$ cat config.mk
export PLATFORM = sky130hd
export DESIGN_NAME = shift_feeder
export DESIGN_NICKNAME = d
export VERILOG_FILES = /design/src/rtl/shift_feeder.sv
export SDC_FILE = /design/constraint.sdc
export NUM_CORES = 1
export LEC_CHECK = 0
export BUFFER_PORTS_ARGS = -buffer_cell sky130_fd_sc_hd__buf_4
export CAP_MARGIN = 20
export CORE_ASPECT_RATIO = 1.1
export CORE_MARGIN = 1
export CORE_UTILIZATION = 43
export CTS_CLUSTER_DIAMETER = 80
export DETAILED_ROUTE_END_ITERATION = 10
export HOLD_SLACK_MARGIN = 0.15
export MAX_ROUTING_LAYER = met4
export PLACE_DENSITY = 0.69
export SYNTH_ARGS = -nofsm -noshare
export SYNTH_HDL_FRONTEND = slang
export SYNTH_SLANG_ARGS = --single-unit
$ cat constraint.sdc
create_clock -name i_clk -period 5.5 [get_ports i_clk]
set_input_delay 0.825 -clock i_clk [delete_from_list [all_inputs] [get_ports i_clk]]
set_output_delay 0.825 -clock i_clk [all_outputs]
set_load 0.01 [all_outputs]
$ cat src/rtl/shift_feeder.sv
// Byte FIFO feeding a 74hc595 shift driver through a start/ready handshake.
// Optional dropped-write counter is built when SHIFT_FEEDER_OVF_CNT_EN is defined.
module shift_feeder #(
    parameter int DEPTH = 8
) (
    input  logic       i_clk,
    input  logic       i_Rst_n,
    input  logic [7:0] i_Wr_Data,
    input  logic       i_Wr_En,
    output logic       o_Full,
    output logic       o_Empty,
    output logic [4:0] o_Level,
    output logic [7:0] o_Data,
    output logic       o_Enable,
    input  logic       i_Ready,
    output logic       o_Busy,
    output logic       o_Ovf,
    output logic [7:0] o_Ovf_Cnt
);

    localparam int         AW      = (DEPTH > 1) ? $clog2(DEPTH) : 1;
    localparam logic [4:0] DEPTH_L = 5'(DEPTH);

    typedef enum logic [1:0] {
        IDLE      = 2'd0,
        ISSUE     = 2'd1,
        WAIT_BUSY = 2'd2,
        WAIT_DONE = 2'd3
    } state_t;

    logic [7:0]    mem_q [DEPTH];
    state_t        state_q, state_d;
    logic [AW-1:0] wr_ptr_q, wr_ptr_d;
    logic [AW-1:0] rd_ptr_q, rd_ptr_d;
    logic [4:0]    level_q, level_d;
    logic          full_q, empty_q;
    logic [7:0]    data_q;
    logic          enable_q, busy_q, ovf_q;
    logic          pop_s, push_s, drop_s;

    // A full FIFO still accepts a write when the head leaves in the same cycle.
    always_comb begin
        pop_s    = (state_q == ISSUE);
        push_s   = i_Wr_En && (!full_q || pop_s);
        drop_s   = i_Wr_En && full_q && !pop_s;
        wr_ptr_d = push_s ? (wr_ptr_q + AW'(1)) : wr_ptr_q;
        rd_ptr_d = pop_s  ? (rd_ptr_q + AW'(1)) : rd_ptr_q;
        case ({push_s, pop_s})
            2'b10:   level_d = level_q + 5'd1;
            2'b01:   level_d = level_q - 5'd1;
            default: level_d = level_q;
        endcase
    end

    always_comb begin
        state_d = state_q;
        case (state_q)
            IDLE: begin
                if (!empty_q && i_Ready) state_d = ISSUE;
                else                     state_d = IDLE;
            end
            ISSUE:   state_d = WAIT_BUSY;
            WAIT_BUSY: begin
                if (!i_Ready) state_d = WAIT_DONE;
                else          state_d = WAIT_BUSY;
            end
            WAIT_DONE: begin
                if (i_Ready) state_d = IDLE;
                else         state_d = WAIT_DONE;
            end
            default: state_d = IDLE;
        endcase
    end

    // Storage needs no reset: the pointers define which entries are valid.
    always_ff @(posedge i_clk) begin
        if (push_s) begin
            mem_q[wr_ptr_q] <= i_Wr_Data;
        end
    end

    always_ff @(posedge i_clk) begin
        if (!i_Rst_n) begin
            state_q  <= IDLE;
            wr_ptr_q <= '0;
            rd_ptr_q <= '0;
            level_q  <= 5'd0;
            full_q   <= 1'b0;
            empty_q  <= 1'b1;
            data_q   <= 8'h00;
            enable_q <= 1'b0;
            busy_q   <= 1'b0;
            ovf_q    <= 1'b0;
        end else begin
            state_q  <= state_d;
            wr_ptr_q <= wr_ptr_d;
            rd_ptr_q <= rd_ptr_d;
            level_q  <= level_d;
            full_q   <= (level_d == DEPTH_L);
            empty_q  <= (level_d == 5'd0);
            enable_q <= (state_d == ISSUE);
            busy_q   <= (state_d != IDLE);
            if (state_d == ISSUE) begin
                data_q <= mem_q[rd_ptr_q];
            end
            if (drop_s) begin
                ovf_q <= 1'b1;
            end
        end
    end

`ifdef SHIFT_FEEDER_OVF_CNT_EN
    logic [7:0] ovf_cnt_q;

    // Saturating count of writes lost to a full FIFO.
    always_ff @(posedge i_clk) begin
        if (!i_Rst_n) begin
            ovf_cnt_q <= 8'h00;
        end else if (drop_s && (ovf_cnt_q != 8'hFF)) begin
            ovf_cnt_q <= ovf_cnt_q + 8'd1;
        end
    end

    assign o_Ovf_Cnt = ovf_cnt_q;
`else
    assign o_Ovf_Cnt = 8'h00;
`endif

    assign o_Full   = full_q;
    assign o_Empty  = empty_q;
    assign o_Level  = level_q;
    assign o_Data   = data_q;
    assign o_Enable = enable_q;
    assign o_Busy   = busy_q;
    assign o_Ovf    = ovf_q;

endmodule

; ---- Yosys cells after proc, flatten, opt, wreduce, memory -nomap -nowiden
; Memories as Yosys holds them, arrays and structs flattened. A register that Yosys moved wholly into a read port is not among the register bits.
; Index checks and enable logic that the tools add are counted.
[word_totals]
regBits = 18
mem_bits_rw = 64
output_inout_bits = 26
wordCells = 40
mem_count = 1
[classes]
add_sub_neg = 4
n_eq_ne = 7
mux = 7
n_reduce_logical = 12
[memory_table]
columns = name, depth, word_bits, rd, rd_ports_with_merged_regs, wr, line_no
row1 = mem_q, 8, 8, 1, 1, 1, 31  ; logic [7:0] mem_q [DEPTH];
[op_table]
columns = op, count
row1 = one-hot mux 5 bit (2 select lines), 1
row2 = one-hot mux 2 bit (4 select lines), 1
row3 = adder 3 x 1 -> 3 bit (second input constant), 2
row4 = == test 2 x 1 -> 1 bit (second input constant), 3
row5 = == test 2 bit (second input constant), 3
row6 = adder 5 x 1 -> 5 bit (second input constant), 1
row7 = == test 5 x 4 -> 1 bit (second input constant), 1
row8 = logical NOT 5 bit, 1
row9 = subtractor 5 x 1 -> 5 bit (second input constant), 1
row10 = logical AND 1 bit, 4
row11 = logical NOT 1 bit, 4
row12 = 2-to-1 mux 1 bit, 4
row13 = logical NOT 2 bit, 1
row14 = 2-to-1 mux 2 bit, 1
row15 = nonzero test 2 bit, 1
row16 = logical OR 1 bit, 1

; ---- Longest topological paths before layout
[logic_depth]
ltp_word = 6
depth_mapped = 12
depth_no_buf = 11

; ---- Worst setup path before layout
; Ideal clock, no wire load.
[synth_timing]
path_kind = input to register
from = input port i_Wr_En
to = register empty_q (netlist: o_Empty)
setup_ns = 0.096
arrival_time_ns = 2.840
required_time_ns = 5.404
slack_ns = 2.564
path_stages = 11
path_buffers = 1
path_cell_list = a21boi_1 inv_1 ha_1 buf_2 xor2_1 ha_1 nor4_1 mux2i_1 o221ai_2 xor2_2 o41ai_2
[synth_between]
elab_chain_len = 4
[synth_lines]
columns = element, line_no
row1 = from (decl), 9  ; input logic i_Wr_En,
row2 = logical AND 1 bit *, 44  ; push_s = i_Wr_En && (!full_q || pop_s);
row3 = == test 2 x 1 -> 1 bit or == test 2 bit (tied branches), 48  ; case ({push_s, pop_s})
row4 = one-hot mux 5 bit (2 select lines) *, 48
row5 = logical NOT 5 bit *, 100  ; empty_q <= (level_d == 5'd0);
row6 = to (signal assigned), 100
row7 = to (decl), 36  ; logic full_q, empty_q;
; Mark *: on every way between the ends. The rest lies on a longest branch, timed or not.
; A chain may end at the register's enable or synchronous reset.

; ---- Worst setup path after layout
[layout_timing]
from = register state_q[1]
to = register full_q (netlist: o_Full)
[layout_between]
elab_chain_len = 6
[layout_lines]
columns = element, line_no
row1 = from (decl), 32  ; state_t state_q, state_d;
row2 = from (signal assigned), 95  ; state_q <= state_d;
row3 = == test 2 x 1 -> 1 bit *, 43  ; pop_s = (state_q == ISSUE);
row4 = logical OR 1 bit, 44
row5 = logical AND 1 bit, 44
row6 = == test 2 x 1 -> 1 bit or == test 2 bit (tied branches), 48
row7 = one-hot mux 5 bit (2 select lines) *, 48
row8 = == test 5 x 4 -> 1 bit *, 99  ; full_q <= (level_d == DEPTH_L);
row9 = to (signal assigned), 99
row10 = to (decl), 36
; Marks and branches as above.

==> reports/qor.csv <==
stage,metric,value,unit
pwr,Clk network pwr share,32.9,%
synthesis,Cell variety after synth,46,
synthesis,Yosys reg bits,90,
worst_setup_path,WS Path Type,flop to flop,
cts,post-CTS setup buffer count,0,
routing,Detailed Route WL,6400,µm
floorplan,total core area,8450,µm²
cts,H-tree depth,3,
worst_setup_path,cells along the critical path,"nand2b_1, a21boi_1, inv_1, ha_1, xor2_1, ha_1, nor4_1, mux2i_1, o221ai_2, xor2_2, nor4b_1",
cts,Worst-path clk slew,80,ps
routing,Antenna Nets Post-Route,0,
floorplan,DIE WIDTH,91.6,µm
floorplan,IO Count,38,
grt,largest net degree at the start of global routing,25,
sta,final setup fails,0,
final_layout,Register Area,2440,µm²
worst_setup_path,WP data arrival,3230,ps
worst_setup_path,CP Data Required Time,5750,ps
grt,first-pass GRT wire length,10000,µm
sta,Final period util,54.2,%
worst_setup_path,CP max stage cell,a21boi_1,
pwr,Logic pwr share,11.6,%
final_layout,Nets,282,
floorplan,die height,101,µm
sta,clock skew,15.4,ps
routing,WL per Instance,16.8,µm
final_layout,diode count,0,
cts,CTS Root Cell,clkbuf_8,
sta,Tmin final,2980,ps
routing,via total after detailed routing,2006,
sta,final hold viol count,0,
cts,CTS tree,built,
pwr,switching power,349,µW
grt,initial antenna violation count,0,
cts,CTS Buf Count,9,
cts,CTS sink count,90,
pwr,leakage,0.00157,µW
pwr,Sw Ratio,24.9,%
worst_setup_path,nature of the critical path endpoint,flop,
place,dpl hpwl,4060,µm
sta,Rel. slew slack,35.1,%
synthesis,syn avg cell area,16.1,µm²
floorplan,starting density of the core,44.9,%
cts,Hold Buf Count CTS,0,
final_layout,fraction of layout instances using a drive strength above 1,23.4,%
sta,Slew Limit Fails,0,
routing,Via density,5.28,
cts,Longest Clk Path Bufs,2,
routing,Pre-Repair DR Iteration Count,4,
worst_setup_path,Top Family by Delay on Critical Path,simple AND/OR/NAND/NOR gates,
synthesis,Post-synth EDFFs,64,
final_layout,"commonest non-fill, non-tap cell in the layout",edfxtp_1,
pwr,Seq pwr share,55.4,%
grt,GRT Total Usage,15.7,%
routing,1st-iter DRT viols,78,
synthesis,ys flop type,edfxtp_1,
synthesis,Gate Count Post-Synth,235,
min_path,min-delay worst type,flop to flop,
grt,grt ovf,0,
final_layout,synth-to-layout area growth,11.5,%
pwr,Power Density,332,nW/µm²
sta,Max Clock Freq,336,MHz
synthesis,ys async rst share,0,%
worst_setup_path,Critical Path Start Type,flop,
synthesis,Yosys warning total,0,
floorplan,row cnt,35,
final_layout,most frequent cells in the layout,"edfxtp_1, buf_4, dfxtp_1",
pwr,design internal power,1050,µW
synthesis,share of the synthesized area in the top cell type,50.7,%
worst_setup_path,"Max FO, Critical Path",8,
worst_setup_path,CP dominant cell by count,ha_1,
pwr,Overall Power,1400,µW
flow_run,# Max-Cap Violations,0,
sta,Setup TNS,0,ps
floorplan,die footprint,9200,µm²
cts,clk_lat worst skew,370,ps
routing,post-route DRC violation count,0,
run_status,status,completed,
worst_setup_path,worst path bufs/invs,1,
grt,number of global-route vias before repair,1934,
synthesis,"Seq/Total Area, Yosys",64.4,%
final_layout,Fillers,722,
place,IO buf count,29,
synthesis,cell taking the most area after synthesis,edfxtp_1,
synthesis,Area contributors post-synth,"edfxtp_1, dfxtp_1, mux4_2",
sta,RSZ-0062 raised after global routing,false,
final_layout,area of the multi-input gates,1200,µm²
synthesis,Mapped Area,3790,µm²
cts,Post-CTS Resized,0,
worst_setup_path,CP max stage delay,370,ps
place,RD Place Congestion,0.679,
sta,measured slew at the worst slew-check pin,970,ps
pwr,peak supply drop,0.212,mV
[path summary, 6_finish.rpt]
check / startpoint / to / slack, ps / cells after the start
worst min register to register: o_Ovf$_SDFFE_PN0P_ / o_Ovf$_SDFFE_PN0P_ / 500 / 2
worst max-delay path: state_q[1]$_SDFF_PN0_ / o_Full$_SDFF_PN0_ / 2520 / 11
worst min-delay path: o_Ovf$_SDFFE_PN0P_ / o_Ovf$_SDFFE_PN0P_ / 500 / 2
worst max register to register: state_q[1]$_SDFF_PN0_ / o_Full$_SDFF_PN0_ / 2520 / 11
[worst reg2reg max path, cell delays in order, from the launching register on]
cell	delay (ps)
dfxtp_1	360
nand2b_1	250
a21boi_1	370
inv_1	150
ha_1	340
xor2_1	200
ha_1	230
nor4_1	230
mux2i_1	130
o221ai_2	230
xor2_2	120
nor4b_1	280
[synth_stat cells, types with 4 or more instances]
library cell,count
edfxtp_1,64
dfxtp_1,26
nand2_1,19
mux2i_1,10
buf_4,9
mux4_2,9
nor2_1,9
o211a_1,8
and2_1,7
mux4_1,7
nand2b_1,7
ha_1,6
nor2b_1,5
inv_1,4
xnor2_1,4
[per-layer routing]
layer / share of wire [%] / up-vias / track usage, % / routed length, µm
met5: 0 / - / - / 0
met4: 1.7 / 0 / 6.23 / 108
met3: 4.3 / 10 / 4.37 / 273
met2: 50 / 53 / 25.9 / 3210
met1: 44 / 1007 / 18.3 / 2810
li1: - / 936 / - / -
[state kept, by name, indices dropped and copies added (netlist names)]
register	cells
mem_q	64
o_Busy	1
o_Data	8
o_Empty	1
o_Enable	1
o_Full	1
o_Level	5
o_Ovf	1
rd_ptr_q	3
state_q	2
wr_ptr_q	3
[cell type report]
type                            instances  share of cell area, %
Inverter                                4                  0.355
Timing Repair Buffer                   30                   5.33
Sequential cell                        90                   57.8
Tap cell                              111                   3.28
Clock buffer                            9                   2.93
Clock inverter                          7                   1.95
Multi-Input combinational cell        129                   28.4
[power groups by stage]
stage	Sequential [µW]	Clock [µW]	Combinational, µW
after global placement	793	0	162
after floorplan	794	0	116
final	778	462	163
after detailed placement	794	0	166
after global routing	781	498	181
after CTS	778	472	166
[cells by family (layout without fill, tap and decap cells)]
| group | Yosys count | count (layout) | synth area share [%] |
|---|---|---|---|
| AO/OA/AOI/OAI | 23 | 23 | 5.24 |
| XOR/XNOR | 7 | 7 | 1.81 |
| adder cells (fa/ha/maj) | 6 | 6 | 1.98 |
| buffers and inverters | 23 | 50 | 4.91 |
| flip-flops | 90 | 90 | 64.4 |
| multiplexers | 27 | 27 | 13.2 |
| other | 1 | 8 | 0.0988 |
| AND/OR/NAND/NOR | 58 | 58 | 8.34 |
[metrics by stage]
stage	cell area [µm²]	setup slack (ps)	util [%]	hold WS [ps]	std cells
finish	4230	2520	50.0	500	380
global route	4230	2340	50.0	542	380
floorplan	3820	2560	-	469	242
global placement	4020	2370	47.6	474	364
detailed placement	4020	2290	47.6	486	364
CTS	4230	2530	50.0	508	380
(Power assumes the default switching activity.)
